==> src/rtl/sfifo_arb_pkg.sv <==
// Shared defaults, FSM state encoding and width helper for the FIFO write arbiter.
package sfifo_arb_pkg;

  localparam int DEF_NUM_REQ    = 4;
  localparam int DEF_FIFO_WIDTH = 8;
  localparam int DEF_BURST_MAX  = 4;

  typedef enum logic {
    IDLE  = 1'b0,
    BURST = 1'b1
  } state_t;

  // Index width that stays at least one bit wide for a single requester.
  function automatic int idx_width(input int n);
    return (n > 1) ? $clog2(n) : 1;
  endfunction

endpackage

==> src/rtl/sfifo_wr_arbiter_if.sv <==
// Requester / FIFO write bus seen by the arbiter; master = arbiter side.
interface sfifo_wr_arbiter_if
  import sfifo_arb_pkg::*;
#(
  parameter int NUM_REQ    = DEF_NUM_REQ,
  parameter int FIFO_WIDTH = DEF_FIFO_WIDTH,
  parameter int IDX_W      = idx_width(NUM_REQ)
) ();

  logic [NUM_REQ-1:0]            req;
  logic [NUM_REQ*FIFO_WIDTH-1:0] req_data;
  logic [NUM_REQ-1:0]            gnt;
  logic                          fifo_full;
  logic                          fifo_write_n;
  logic [FIFO_WIDTH-1:0]         fifo_data_in;
  logic [IDX_W-1:0]              owner;
  logic                          busy;

  modport master (
    input  req, req_data, fifo_full,
    output gnt, fifo_write_n, fifo_data_in, owner, busy
  );

  modport slave (
    output req, req_data, fifo_full,
    input  gnt, fifo_write_n, fifo_data_in, owner, busy
  );

endinterface

==> src/rtl/rr_pick.sv <==
// Combinational round-robin pick: first requester at or after rr_ptr in cyclic order.
module rr_pick #(
  parameter int NUM_REQ = 4,
  parameter int IDX_W   = 2
) (
  input  logic [NUM_REQ-1:0] req,
  input  logic [IDX_W-1:0]   rr_ptr,
  output logic [IDX_W-1:0]   pick,
  output logic               any_req
);

  logic [IDX_W-1:0]   cand [NUM_REQ];
  logic [NUM_REQ-1:0] hit;

  // cand[gi] is the requester visited gi steps after rr_ptr, wrapped at NUM_REQ.
  for (genvar gi = 0; gi < NUM_REQ; gi++) begin : g_cand
    logic [IDX_W:0] sum;
    assign sum      = {1'b0, rr_ptr} + (IDX_W+1)'(gi);
    assign cand[gi] = (sum >= (IDX_W+1)'(NUM_REQ)) ? IDX_W'(sum - (IDX_W+1)'(NUM_REQ))
                                                  : sum[IDX_W-1:0];
    assign hit[gi]  = req[cand[gi]];
  end

  assign any_req = |req;

  // Lowest rotation distance wins; scanning downward leaves the nearest hit last.
  always_comb begin
    pick = '0;
    for (int i = NUM_REQ - 1; i >= 0; i--) begin
      if (hit[i]) pick = cand[i];
    end
  end

endmodule

==> src/rtl/sfifo_wr_arbiter.sv <==
// Round-robin burst arbiter funnelling NUM_REQ word sources into one synchronous FIFO.
module sfifo_wr_arbiter
  import sfifo_arb_pkg::*;
#(
  parameter int NUM_REQ    = DEF_NUM_REQ,
  parameter int FIFO_WIDTH = DEF_FIFO_WIDTH,
  parameter int BURST_MAX  = DEF_BURST_MAX
) (
  input  logic               clock,
  input  logic               reset,
  sfifo_wr_arbiter_if.master bus
);

  localparam int IDX_W = idx_width(NUM_REQ);
  localparam int CNT_W = $clog2(BURST_MAX + 1);

  state_t                state_reg, state_next;
  logic [IDX_W-1:0]      owner_reg, owner_next;
  logic [IDX_W-1:0]      rr_ptr_reg, rr_ptr_next;
  logic [IDX_W-1:0]      pick, owner_inc;
  logic [CNT_W-1:0]      cnt_reg, cnt_next;
  logic                  any_req;
  logic                  write_en;
  logic [NUM_REQ-1:0]    gnt;
  logic [FIFO_WIDTH-1:0] data_out;
  logic [FIFO_WIDTH-1:0] words [NUM_REQ];

  for (genvar gi = 0; gi < NUM_REQ; gi++) begin : g_words
    assign words[gi] = bus.req_data[gi*FIFO_WIDTH +: FIFO_WIDTH];
  end

  rr_pick #(
    .NUM_REQ (NUM_REQ),
    .IDX_W   (IDX_W)
  ) u_rr_pick (
    .req     (bus.req),
    .rr_ptr  (rr_ptr_reg),
    .pick    (pick),
    .any_req (any_req)
  );

  assign owner_inc = (owner_reg == IDX_W'(NUM_REQ - 1)) ? '0 : owner_reg + 1'b1;

  // State register; reset wins over any in-flight burst.
  always_ff @(posedge clock) begin
    if (reset) begin
      state_reg  <= IDLE;
      owner_reg  <= '0;
      rr_ptr_reg <= '0;
      cnt_reg    <= '0;
    end else begin
      state_reg  <= state_next;
      owner_reg  <= owner_next;
      rr_ptr_reg <= rr_ptr_next;
      cnt_reg    <= cnt_next;
    end
  end

  // Next state: latch a winner in IDLE, count writes in BURST, hold everything while full.
  always_comb begin
    state_next  = state_reg;
    owner_next  = owner_reg;
    rr_ptr_next = rr_ptr_reg;
    cnt_next    = cnt_reg;
    case (state_reg)
      IDLE: begin
        if (any_req) begin
          owner_next = pick;
          cnt_next   = '0;
          state_next = BURST;
        end
      end
      BURST: begin
        if (write_en) begin
          cnt_next = cnt_reg + 1'b1;
          if (cnt_reg == CNT_W'(BURST_MAX - 1)) begin
            state_next  = IDLE;
            rr_ptr_next = owner_inc;
          end
        end else if (!bus.fifo_full) begin
          // Not full and no write means the owner ran dry: give up the slot.
          state_next  = IDLE;
          rr_ptr_next = owner_inc;
        end
      end
      default: state_next = IDLE;
    endcase
  end

  // Outputs: the owner's word goes through only when it has data and the FIFO has room.
  always_comb begin
    write_en = 1'b0;
    gnt      = '0;
    data_out = '0;
    if ((state_reg == BURST) && !reset && bus.req[owner_reg] && !bus.fifo_full) begin
      write_en       = 1'b1;
      gnt[owner_reg] = 1'b1;
      data_out       = words[owner_reg];
    end
  end

  assign bus.gnt          = gnt;
  assign bus.fifo_write_n = ~write_en;
  assign bus.fifo_data_in = data_out;
  assign bus.owner        = owner_reg;
  assign bus.busy         = (state_reg == BURST) && !reset;

endmodule
==> src/flat_wrapper.sv <==
// flat-port wrapper written by rule: the top's interface ports become plain ports
module sfifo_wr_arbiter_flat import sfifo_arb_pkg::*;
#(
  parameter int NUM_REQ    = DEF_NUM_REQ,
  parameter int FIFO_WIDTH = DEF_FIFO_WIDTH,
  parameter int BURST_MAX  = DEF_BURST_MAX
)
  (clock, reset, bus_req, bus_req_data, bus_fifo_full, bus_gnt, bus_fifo_write_n, bus_fifo_data_in, bus_owner, bus_busy);
  sfifo_wr_arbiter_if #(.NUM_REQ(NUM_REQ), .FIFO_WIDTH(FIFO_WIDTH)) bus_i ();
  input  logic clock;
  input  logic reset;
  input wire logic [$bits(bus_i.req)-1:0] bus_req;
  input wire logic [$bits(bus_i.req_data)-1:0] bus_req_data;
  input wire logic [$bits(bus_i.fifo_full)-1:0] bus_fifo_full;
  output wire logic [$bits(bus_i.gnt)-1:0] bus_gnt;
  output wire logic [$bits(bus_i.fifo_write_n)-1:0] bus_fifo_write_n;
  output wire logic [$bits(bus_i.fifo_data_in)-1:0] bus_fifo_data_in;
  output wire logic [$bits(bus_i.owner)-1:0] bus_owner;
  output wire logic [$bits(bus_i.busy)-1:0] bus_busy;
  assign bus_i.req = bus_req;
  assign bus_i.req_data = bus_req_data;
  assign bus_i.fifo_full = bus_fifo_full;
  assign bus_gnt = bus_i.gnt;
  assign bus_fifo_write_n = bus_i.fifo_write_n;
  assign bus_fifo_data_in = bus_i.fifo_data_in;
  assign bus_owner = bus_i.owner;
  assign bus_busy = bus_i.busy;
  sfifo_wr_arbiter #(.NUM_REQ(NUM_REQ), .FIFO_WIDTH(FIFO_WIDTH), .BURST_MAX(BURST_MAX)) u_core (.clock(clock), .reset(reset), .bus(bus_i));
endmodule
==> config.mk <==
export PLATFORM = sky130hd
export DESIGN_NAME = sfifo_wr_arbiter_flat
export DESIGN_NICKNAME = d
export VERILOG_FILES = /design/src/rtl/sfifo_arb_pkg.sv /design/src/rtl/sfifo_wr_arbiter_if.sv /design/src/rtl/rr_pick.sv /design/src/rtl/sfifo_wr_arbiter.sv /design/src/flat_wrapper.sv
export SDC_FILE = /design/constraint.sdc
export NUM_CORES = 1
export LEC_CHECK = 0
export ABC_CLOCK_PERIOD_IN_PS = 1940
export CAP_MARGIN = 20
export CORE_ASPECT_RATIO = 0.9
export CORE_MARGIN = 2
export CORE_UTILIZATION = 36
export CTS_BUF_LIST = sky130_fd_sc_hd__clkbuf_16
export CTS_CLUSTER_SIZE = 24
export DETAILED_ROUTE_END_ITERATION = 16
export GPL_ROUTABILITY_DRIVEN = 0
export PLACE_DENSITY = 0.77
export SLEW_MARGIN = 20
export SYNTH_ARGS = -nofsm -noshare
export SYNTH_HDL_FRONTEND = slang
export SYNTH_SLANG_ARGS = --single-unit
==> constraint.sdc <==
create_clock -name clock -period 1.94 [get_ports clock]
set_input_delay 0.388 -clock clock [delete_from_list [all_inputs] [get_ports clock]]
set_output_delay 0.388 -clock clock [all_outputs]
set_load 0.02 [all_outputs]
* After elaboration in Yosys (flattened, before gate mapping)
Index checks and enable logic that the tools add are counted.
** Storage, ports and cells
- Register bits after elaboration :: 8
- Bits of input ports :: 39
- Output and inout bits :: 16
- Word-level logic and storage cells :: 81
** Cells by class
- Add/subtract/negate cells :: 9
- $lt $le $gt $ge :: 11
- Eq/ne operators :: 6
- Mux-type cells :: 38
- Bitwise gates (word level) :: 3
- Reduce and logical (&&, ||, !) cells :: 10
** Operators with widths (number)
- $mux W2 :: 12
- $mux W8 :: 3
- $bmux W8 S2 :: 1
- $lt A2 B3 Y1 const B :: 5
- $ge A3 B3 Y1 const B :: 4
- $mux W1 :: 11
- $bmux W1 S2 :: 5
- $sub A2 B1 Y2 const B :: 4
- $add A2 B2 Y3 const B :: 2
- $mux W3 :: 2
- $pmux W3 S2 :: 1
- $logic_and A1 B1 Y1 :: 4
- $mux W4 :: 1
- $ne A2 B1 Y1 const B :: 2
- $ne A2 B2 Y1 const B :: 2
- $reduce_and A2 Y1 :: 2
- $reduce_or A4 Y1 :: 1
- $add A2 B1 Y3 const B :: 1
- $add A3 B1 Y3 const B :: 1
- $eq A3 B2 Y1 const B :: 1
- $ge A2 B3 Y1 const B :: 1
- $not A2 Y3 :: 1
- $reduce_and A3 Y1 :: 1
- $add A2 B1 Y2 const B :: 1
- 6 further kinds :: 8

* Logic depth before layout (Yosys ltp)
Gate-level depths: netlist (run 1).
- Depth in word-level cells :: 9
- Depth in mapped cells :: 6
- Mapped depth without buffers :: 6

* Hierarchy
Synthesis (run 1) repeated with hierarchy kept, for this count alone.
** Second synthesis, totals
- Cell total of the unflattened synthesis :: 90
- Area total of the unflattened synthesis :: 847.1 µm²
** Modules (own cells, without submodules)
- sfifo_wr_arbiter :: times used 1, cells each 77, area an instance 769.5 µm², sequential area each 160.2 µm²
- rr_pick :: times used 1, cells each 13, area an instance 77.6 µm², sequential area each 0.0 µm²

* Least setup slack after synthesis (run 1)
OpenSTA, ideal clock, no wires.
- Path type :: flip-flop to output port
- Start :: register u_core.owner_reg[0] (netlist: u_core.bus.owner[0])
- End :: output port bus_fifo_data_in[1]
- Data arrival time :: 1.630 ns
- Data required time :: 1.552 ns
- Slack :: -0.078 ns
- Cell stages (with the launch flop) :: 5
- Path buffers :: 2
- Cell sequence :: dfxtp_1 > buf_6 > buf_2 > mux4_2 > and2b_1
** Between the ends
- Cells in the longest elaborated chain, start to end :: 5
- Elaborated cells on any way between the ends :: 9
- Classes of those cells :: mux: 6; bitwise: 1; reduce/logical: 2
** RTL lines
- from (decl) :: line sfifo_wr_arbiter.sv:18 : logic [IDX_W-1:0] owner_reg, owner_next;
- from (signal assigned) :: line sfifo_wr_arbiter.sv:53 : owner_reg <= owner_next;
- $not A2 Y3 (implied by the code) or $bmux W1 S2 (tied branches) :: line sfifo_wr_arbiter.sv:98, sfifo_wr_arbiter.sv:95
- $bmux W8 S2 or $mux W1 (tied branches) :: line sfifo_wr_arbiter.sv:98, sfifo_wr_arbiter.sv:95
- $mux W8 (implied by the code) or $logic_and A1 B1 Y1 (tied branches) (2 in a row) :: line sfifo_wr_arbiter.sv:98, sfifo_wr_arbiter.sv:95
- $mux W8 (*) :: line sfifo_wr_arbiter.sv:95 : if ((state_reg == BURST) && !reset && bus.req[owner_reg] && !bus.fifo_full) begin
- to (decl) :: line flat_wrapper.sv:17 : output wire logic [$bits(bus_i.fifo_data_in)-1:0] bus_fifo_data_in;
Mark *: on every way between the ends. The rest lies on a longest branch, timed or not. The select of a mux whose other input is x is not followed.

* Worst setup path after layout (run 1)
- Start :: input port bus_req[0]
- End :: output port bus_fifo_data_in[0]
** Between the ends
- Cells in the longest elaborated chain, start to end :: 5
** RTL lines
- from (decl) :: line flat_wrapper.sv:12 : input wire logic [$bits(bus_i.req)-1:0] bus_req;
- $bmux W1 S2 :: line sfifo_wr_arbiter.sv:95
- $mux W1 (implied by the code) :: line sfifo_wr_arbiter.sv:95
- $logic_and A1 B1 Y1 (2 in a row) :: line sfifo_wr_arbiter.sv:95
- $mux W8 :: line sfifo_wr_arbiter.sv:95
No other way between the ends. The select of a mux whose other input is x is not followed.

==> metrics, run 1 <==
Pwr Density=between 400 and 500 mW/mm^2; layout cells sized above 1=0.352; GRT Total Usage=0.218; CTS H-tree lvls=1; Leakage=~0.70 nW; Worst EP arrival=around 1.7 ns; worst skew pair latency=approximately 0.23 ns; Area Growth Syn to Fin=91.9%; clk root buf=clkbuf_16; WL final=2.98 mm; VDD IR max=approximately 0.54 mV; clk_skew=between 0.003 and 0.004 ns; worst-path maximum fanout=7; syn avg cell area=9.33 um^2; first-pass iteration count of the detailed router=4; Crit. End Element=output pin; final setup TNS=-0.871 ns; Tcrit/Tclk final=1.06; Syn Nets=roughly 140; CTS clk-pin slew, worst paths=around 0.040 ns; Post-Synthesis Cells=94; routed vias/inst=roughly 5.2; outcome=complete, but fails checks; Tmin final=approximately 2.1 ns; Worst EP required=~1.6 ns; Diodes inserted=0; Area contributors post-synth=mux4_2 (23%), dfxtp_1 (18%), ha_1 (8.6%), and2b_1 (6.8%), inv_1 (4.7%); commonest cells in the netlist=inv_1 (11), mux4_2 (9), and2b_1 (8), dfxtp_1 (8), nor2_1 (8); Max Cap Viol=0; gr ovfl total=0; Die W=56.0 um; Core Rows=16; Syn Std Cell Area=877 um^2; Setup-failing EPs final=11; setup ws final=-0.113 ns; first-pass GRT wire length=approximately 4.7 mm; crit path kind=primary input to output pin; Area after DPL=between 0.0015 and 0.002 mm^2; RSZ-0062 raised after global routing=yes; Place WS=-0.822 ns; vias=between 1000 and 1500; Final Hold Fails=0; # DRC=0; TritonCTS clock tree=yes; Synth Warn #=0; fin nets=~210; most area-hungry cell type in the Yosys netlist=mux4_2; initial DRC count=12; worst slew pin tran=around 0.27 ns; drt wl/cell=~16 um; worst hold path class=flip-flop to flip-flop; Max-slew headroom=0.818; Post-DP HPWL=2.17 mm; Slew Limit Fails=0; final non-filler cell total=roughly 190; max FFs per register=3; initial antenna violation count=0; largest net degree at the start of global routing=17; PortBufs=54; Die Footprint=0.00285 mm^2; top_reg_cell synth=dfxtp_1; Placed Cells=approximately 190; nature of the critical path startpoint=primary input; core area=~0.0022 mm^2; post-synth cell types=32; EDFF count, synth=0; CTS buffer count=3; vias in the first global route=1030; Die Ht=approximately 51 um; failing checks=setup timing; clock buffer depth=2; dominant cell by count in the synthesized netlist=inv_1; Ports=55; antenna-violating nets left=0; cell area after layout=0.00168 mm^2; initial core utilization=0.391; sequential element share of the synthesized area=0.183; share of the synthesized area in the top cell type=0.231; CTS sink cnt=8; Yosys reg bits=8; Async SR Flop Fraction=0; f_max=0.487 GHz
==> repair_timing <==
| action | 4_1_cts | 5_1_grt |
|---|---|---|
| cloned | 1 | 0 |
| buffers inserted | 3 | 0 |
| setup endpoints to repair | 14 | 15 |
| hold buffers | 0 | 0 |
| resized for setup | 87 | 6 |
| pin swaps | 3 | 0 |
==> power by group <==
part	leakage, nW	internal (mW)	switching (mW)	total (mW)
clock	0.0370	0.266	0.0845	0.351
combinational	0.594	0.170	0.108	0.279
sequential	0.0661	0.174	0.00721	0.181
total	0.697	0.610	0.200	0.810
==> layout by cell type (no fill, tap or decap), types with 2 or more instances in the layout <==
| cell | n |
|---|---|
| clkbuf_16 | 3 |
| buf_6 | 12 |
| nor3_1 | 3 |
| mux4_2 | 9 |
| buf_4 | 16 |
| nand3_1 | 2 |
| mux2i_1 | 2 |
| buf_2 | 3 |
| inv_1 | 11 |
| ha_1 | 6 |
| clkdlybuf4s15_1 | 2 |
| dlygate4sd2_1 | 2 |
| clkdlybuf4s50_1 | 36 |
| mux2_2 | 2 |
| nand2_1 | 5 |
| nand3_4 | 2 |
| nand2b_1 | 3 |
| nor2_2 | 2 |
| o21ai_0 | 3 |
| and2b_1 | 7 |
| dfxtp_1 | 7 |
| a21oi_1 | 5 |
| nor2_1 | 6 |
==> cell families after synthesis <==
logic type | Yosys count | share of synthesized area
simple gates | 35 | 0.228
buf+inv | 16 | 0.0913
compound gates | 15 | 0.120
mux | 14 | 0.292
flops | 8 | 0.183
fa+ha+maj | 6 | 0.0856
==> metal layers <==
layer  GRT usage  share of wire  vias to the layer above
met1       0.254           0.44                      463
li1            -              -                      486
met2       0.371           0.47                       51
met4      0.0873         0.0084                        0
met3      0.0734          0.082                        4
met5           0              0                        -
==> worst max-delay path: stages <==
cell and delay (ns):
dlygate4sd2_1 0.24, mux4_2 0.56, nand3_4 0.17, buf_4 0.13, nor2b_1 0.03, buf_4 0.15
==> path summary, 6_finish.rpt <==
check / slack (ns) / start / to / cells past startpoint
worst max-delay path: -0.11 / bus_req[0] / bus_fifo_data_in[0] / 6
worst min-delay path: 0.47 / u_core.cnt_reg[2] / u_core.cnt_reg[2] / 2
worst max register to register: 0.21 / u_core.bus.owner[0] / u_core.rr_ptr_reg[0] / 4
worst min register to register: 0.47 / u_core.cnt_reg[2] / u_core.cnt_reg[2] / 2
==> layout make-up <==
class                           count  area [um^2]
Multi-Input combinational cell     71          689
Timing Repair Buffer               72          679
Fill cell                         172          559
Sequential cell                     8          164
Clock buffer                        3         75.1
Inverter                           11         41.3
Tap cell                           27         33.8
==> metrics by stage <==
| step | total power, mW | hold WS [ns] | util |
|---|---|---|---|
| 6_report | 0.810 | 0.469 | 0.751 |
| 5_1_grt | 0.848 | 0.492 | 0.751 |
| 4_1_cts | 0.815 | 0.470 | 0.744 |
| 3_5_place_dp | 0.441 | 0.468 | 0.681 |
| 3_3_place_gp | 0.434 | 0.461 | 0.681 |
| 2_1_floorplan | 0.306 | 0.446 | - |
(Power assumes the default switching activity.)
==> inputs of run 2 (changes only) <==
- CORE_MARGIN: 2 -> 1.5
- CTS_CLUSTER_DIAMETER: unset -> 60
==> metrics, run 2 (synthesis results as in run 1) <==
Leakage=0.701 nW (+0.47%); met2 Use GR=0.379 (+0.00838); CTS sink cnt=8 (unchanged); Final Hold Fails=0 (unchanged); # DRC=0 (unchanged); failing checks=setup timing; Die Footprint=0.00274 mm^2 (-3.7%); core area=0.00224 mm^2 (unchanged); slowest cell on the critical path=mux4_2; worst hold path cell count=2 (unchanged); f_max=0.492 GHz (+1.1%); GRT Total Usage=0.222 (+0.00421); vias in the first global route=971 (-5.7%); Max-slew headroom=0.761 (-0.0562); CP peak stage delay=0.59 ns (+0.03 ns); Slew Limit Fails=0 (unchanged); crit path kind=flip-flop to output pin; Hold Path Origin=u_core.cnt_reg[2]; worst hold path class=flip-flop to flip-flop; commonest non-fill, non-tap cell in the layout=clkdlybuf4s50_1; Core Rows=16 (unchanged); Post-DP HPWL=2.07 mm (-4.2%); Design Power=0.810 mW (about the same); max FFs per register=3 (unchanged); Ports=55 (unchanged); worst skew pair latency=0.23 ns (about the same); layout cells sized above 1=0.339 (-0.0121); met3 GRT Util=0.0727 (-0.000690); fin nets=212 (unchanged); Place WS=-0.731 ns (+0.0913 ns); WL final=2.92 mm (-2.1%); largest delay contributor family on the critical path=multiplexers; Multi-input gate area=691 um^2 (+0.18%); initial core utilization=0.391 (unchanged); CTS clk-pin slew, worst paths=0.04 ns (about the same); R2R cell count=6 (+2); Diodes inserted=0 (unchanged); worst slew pin tran=0.353 ns (+0.0833 ns); GR peak layer=met2; worst r2r dst=u_core.rr_ptr_reg[0]; first-pass iteration count of the detailed router=4 (unchanged); drt wl/cell=15.2 um (-2.1%); Tcrit/Tclk final=1.05 (-0.0111); clk_skew=0.00268 ns (-0.000380 ns); Worst EP arrival=1.64 ns (-0.02 ns); initial antenna violation count=0 (unchanged); worst-path maximum fanout=7 (unchanged); # fillers=177 (+2.9%); VDD IR max=0.593 mV (+10%); antenna-violating nets left=0 (unchanged); Die Ht=49.8 um (-2.0%); clock buffer depth=2 (unchanged); hold slack final=0.466 ns (-0.00251 ns); register area=164 um^2 (unchanged); routed vias/inst=5.33 (+2.0%); gr ovfl total=0 (unchanged); Pwr Density=484 mW/mm^2 (+0.49%); Setup-failing EPs final=11 (unchanged); first-pass GRT wire length=4.38 mm (-6.6%); largest net degree at the start of global routing=16 (-1); Hold EP=u_core.cnt_reg[2]; setup ws final=-0.0914 ns (+0.0215 ns); outcome=complete, but fails checks; Tmin final=2.03 ns (-0.0215 ns); CP Launch Point=u_core.bus.owner[0]; RSZ-0062 raised after global routing=yes; vias=1024 (+2.0%); Die W=55.0 um (-1.8%); r2r startpoint=u_core.bus.owner[1]; Crit. End Element=output pin; R2R Setup Slk=0.22 ns (about the same); Hold-fix buffers, CTS=0 (unchanged); clk root buf=clkbuf_16; CTS buffer count=3 (unchanged); Area Growth Syn to Fin=91.0%; TritonCTS clock tree=yes; PortBufs=54 (unchanged); nature of the critical path startpoint=flip-flop; commonest cells after routing, fill and taps aside=clkdlybuf4s50_1 (35), buf_4 (16), inv_1 (11), buf_6 (11), mux4_2 (9); Worst EP required=1.55 ns (about the same); CTS H-tree lvls=1 (unchanged); Max Cap Viol=0 (unchanged); worst path bufs/invs=2 (-1); CP Cell Sequence=mux4_2 -> nand3_4 -> buf_6 -> nor2b_1 -> buf_4; initial DRC count=19 (+7); met1 Resource Use GR=0.245 (-0.00878)
## run 2: layout make-up
| class | instances | area share |
|---|---|---|
| inverter | 11 | 0.0246 |
| timing repair buffer | 72 | 0.400 |
| multi-input combinational | 71 | 0.412 |
| clock buffer | 3 | 0.0448 |
| tap | 27 | 0.0202 |
| sequential | 8 | 0.0978 |
## run 2: through the flow
stage               std cells   util  area, um^2  TNS [ns]
floorplan                  94      -         878         0
global placement          185  0.681        1530     -9.01
detailed placement        185  0.681        1530     -9.72
CTS                       191  0.738        1650    -0.650
global route              192  0.747        1680     -1.19
finish                    192  0.747        1680    -0.674
## run 2: worst min-delay path, delay by kind of cell, from the launching register on
kind | cells | cell delay [ns]
AOI/OAI and AO/OA | 1 | 0.06
and+or+nand+nor | 1 | 0.06
DFF | 1 | 0.30
## run 2: how the worst max path moves through the flow
stage / to / slack [ns] / depth (start not counted)
after global placement: bus_fifo_data_in[2] / -0.69 / 5
after global routing: bus_fifo_data_in[4] / -0.13 / 4
after detailed placement: bus_fifo_data_in[6] / -0.73 / 5
final: bus_fifo_data_in[0] / -0.09 / 5
after CTS: bus_fifo_data_in[6] / -0.08 / 4
after floorplan: bus_fifo_data_in[1] / 0.03 / 4
## run 2: repair_timing
item	CTS	global route
resized for setup	86	4
pin swaps	3	0
cloned	1	0
setup buffers	2	1
endpoints found under the setup margin	15	13
## run 2: layer usage
| metal | share of wire | vias up |
|---|---|---|
| li1 | - | 487 |
| met1 | 0.37 | 479 |
| met2 | 0.47 | 53 |
| met3 | 0.15 | 5 |
| met4 | 0.012 | 0 |
| met5 | 0 | - |
## run 2: where the power goes
part	total (mW)	switching, mW	internal [mW]
combinational	0.279	0.109	0.169
clock	0.350	0.0842	0.266
sequential	0.181	0.00773	0.174
total	0.810	0.201	0.609
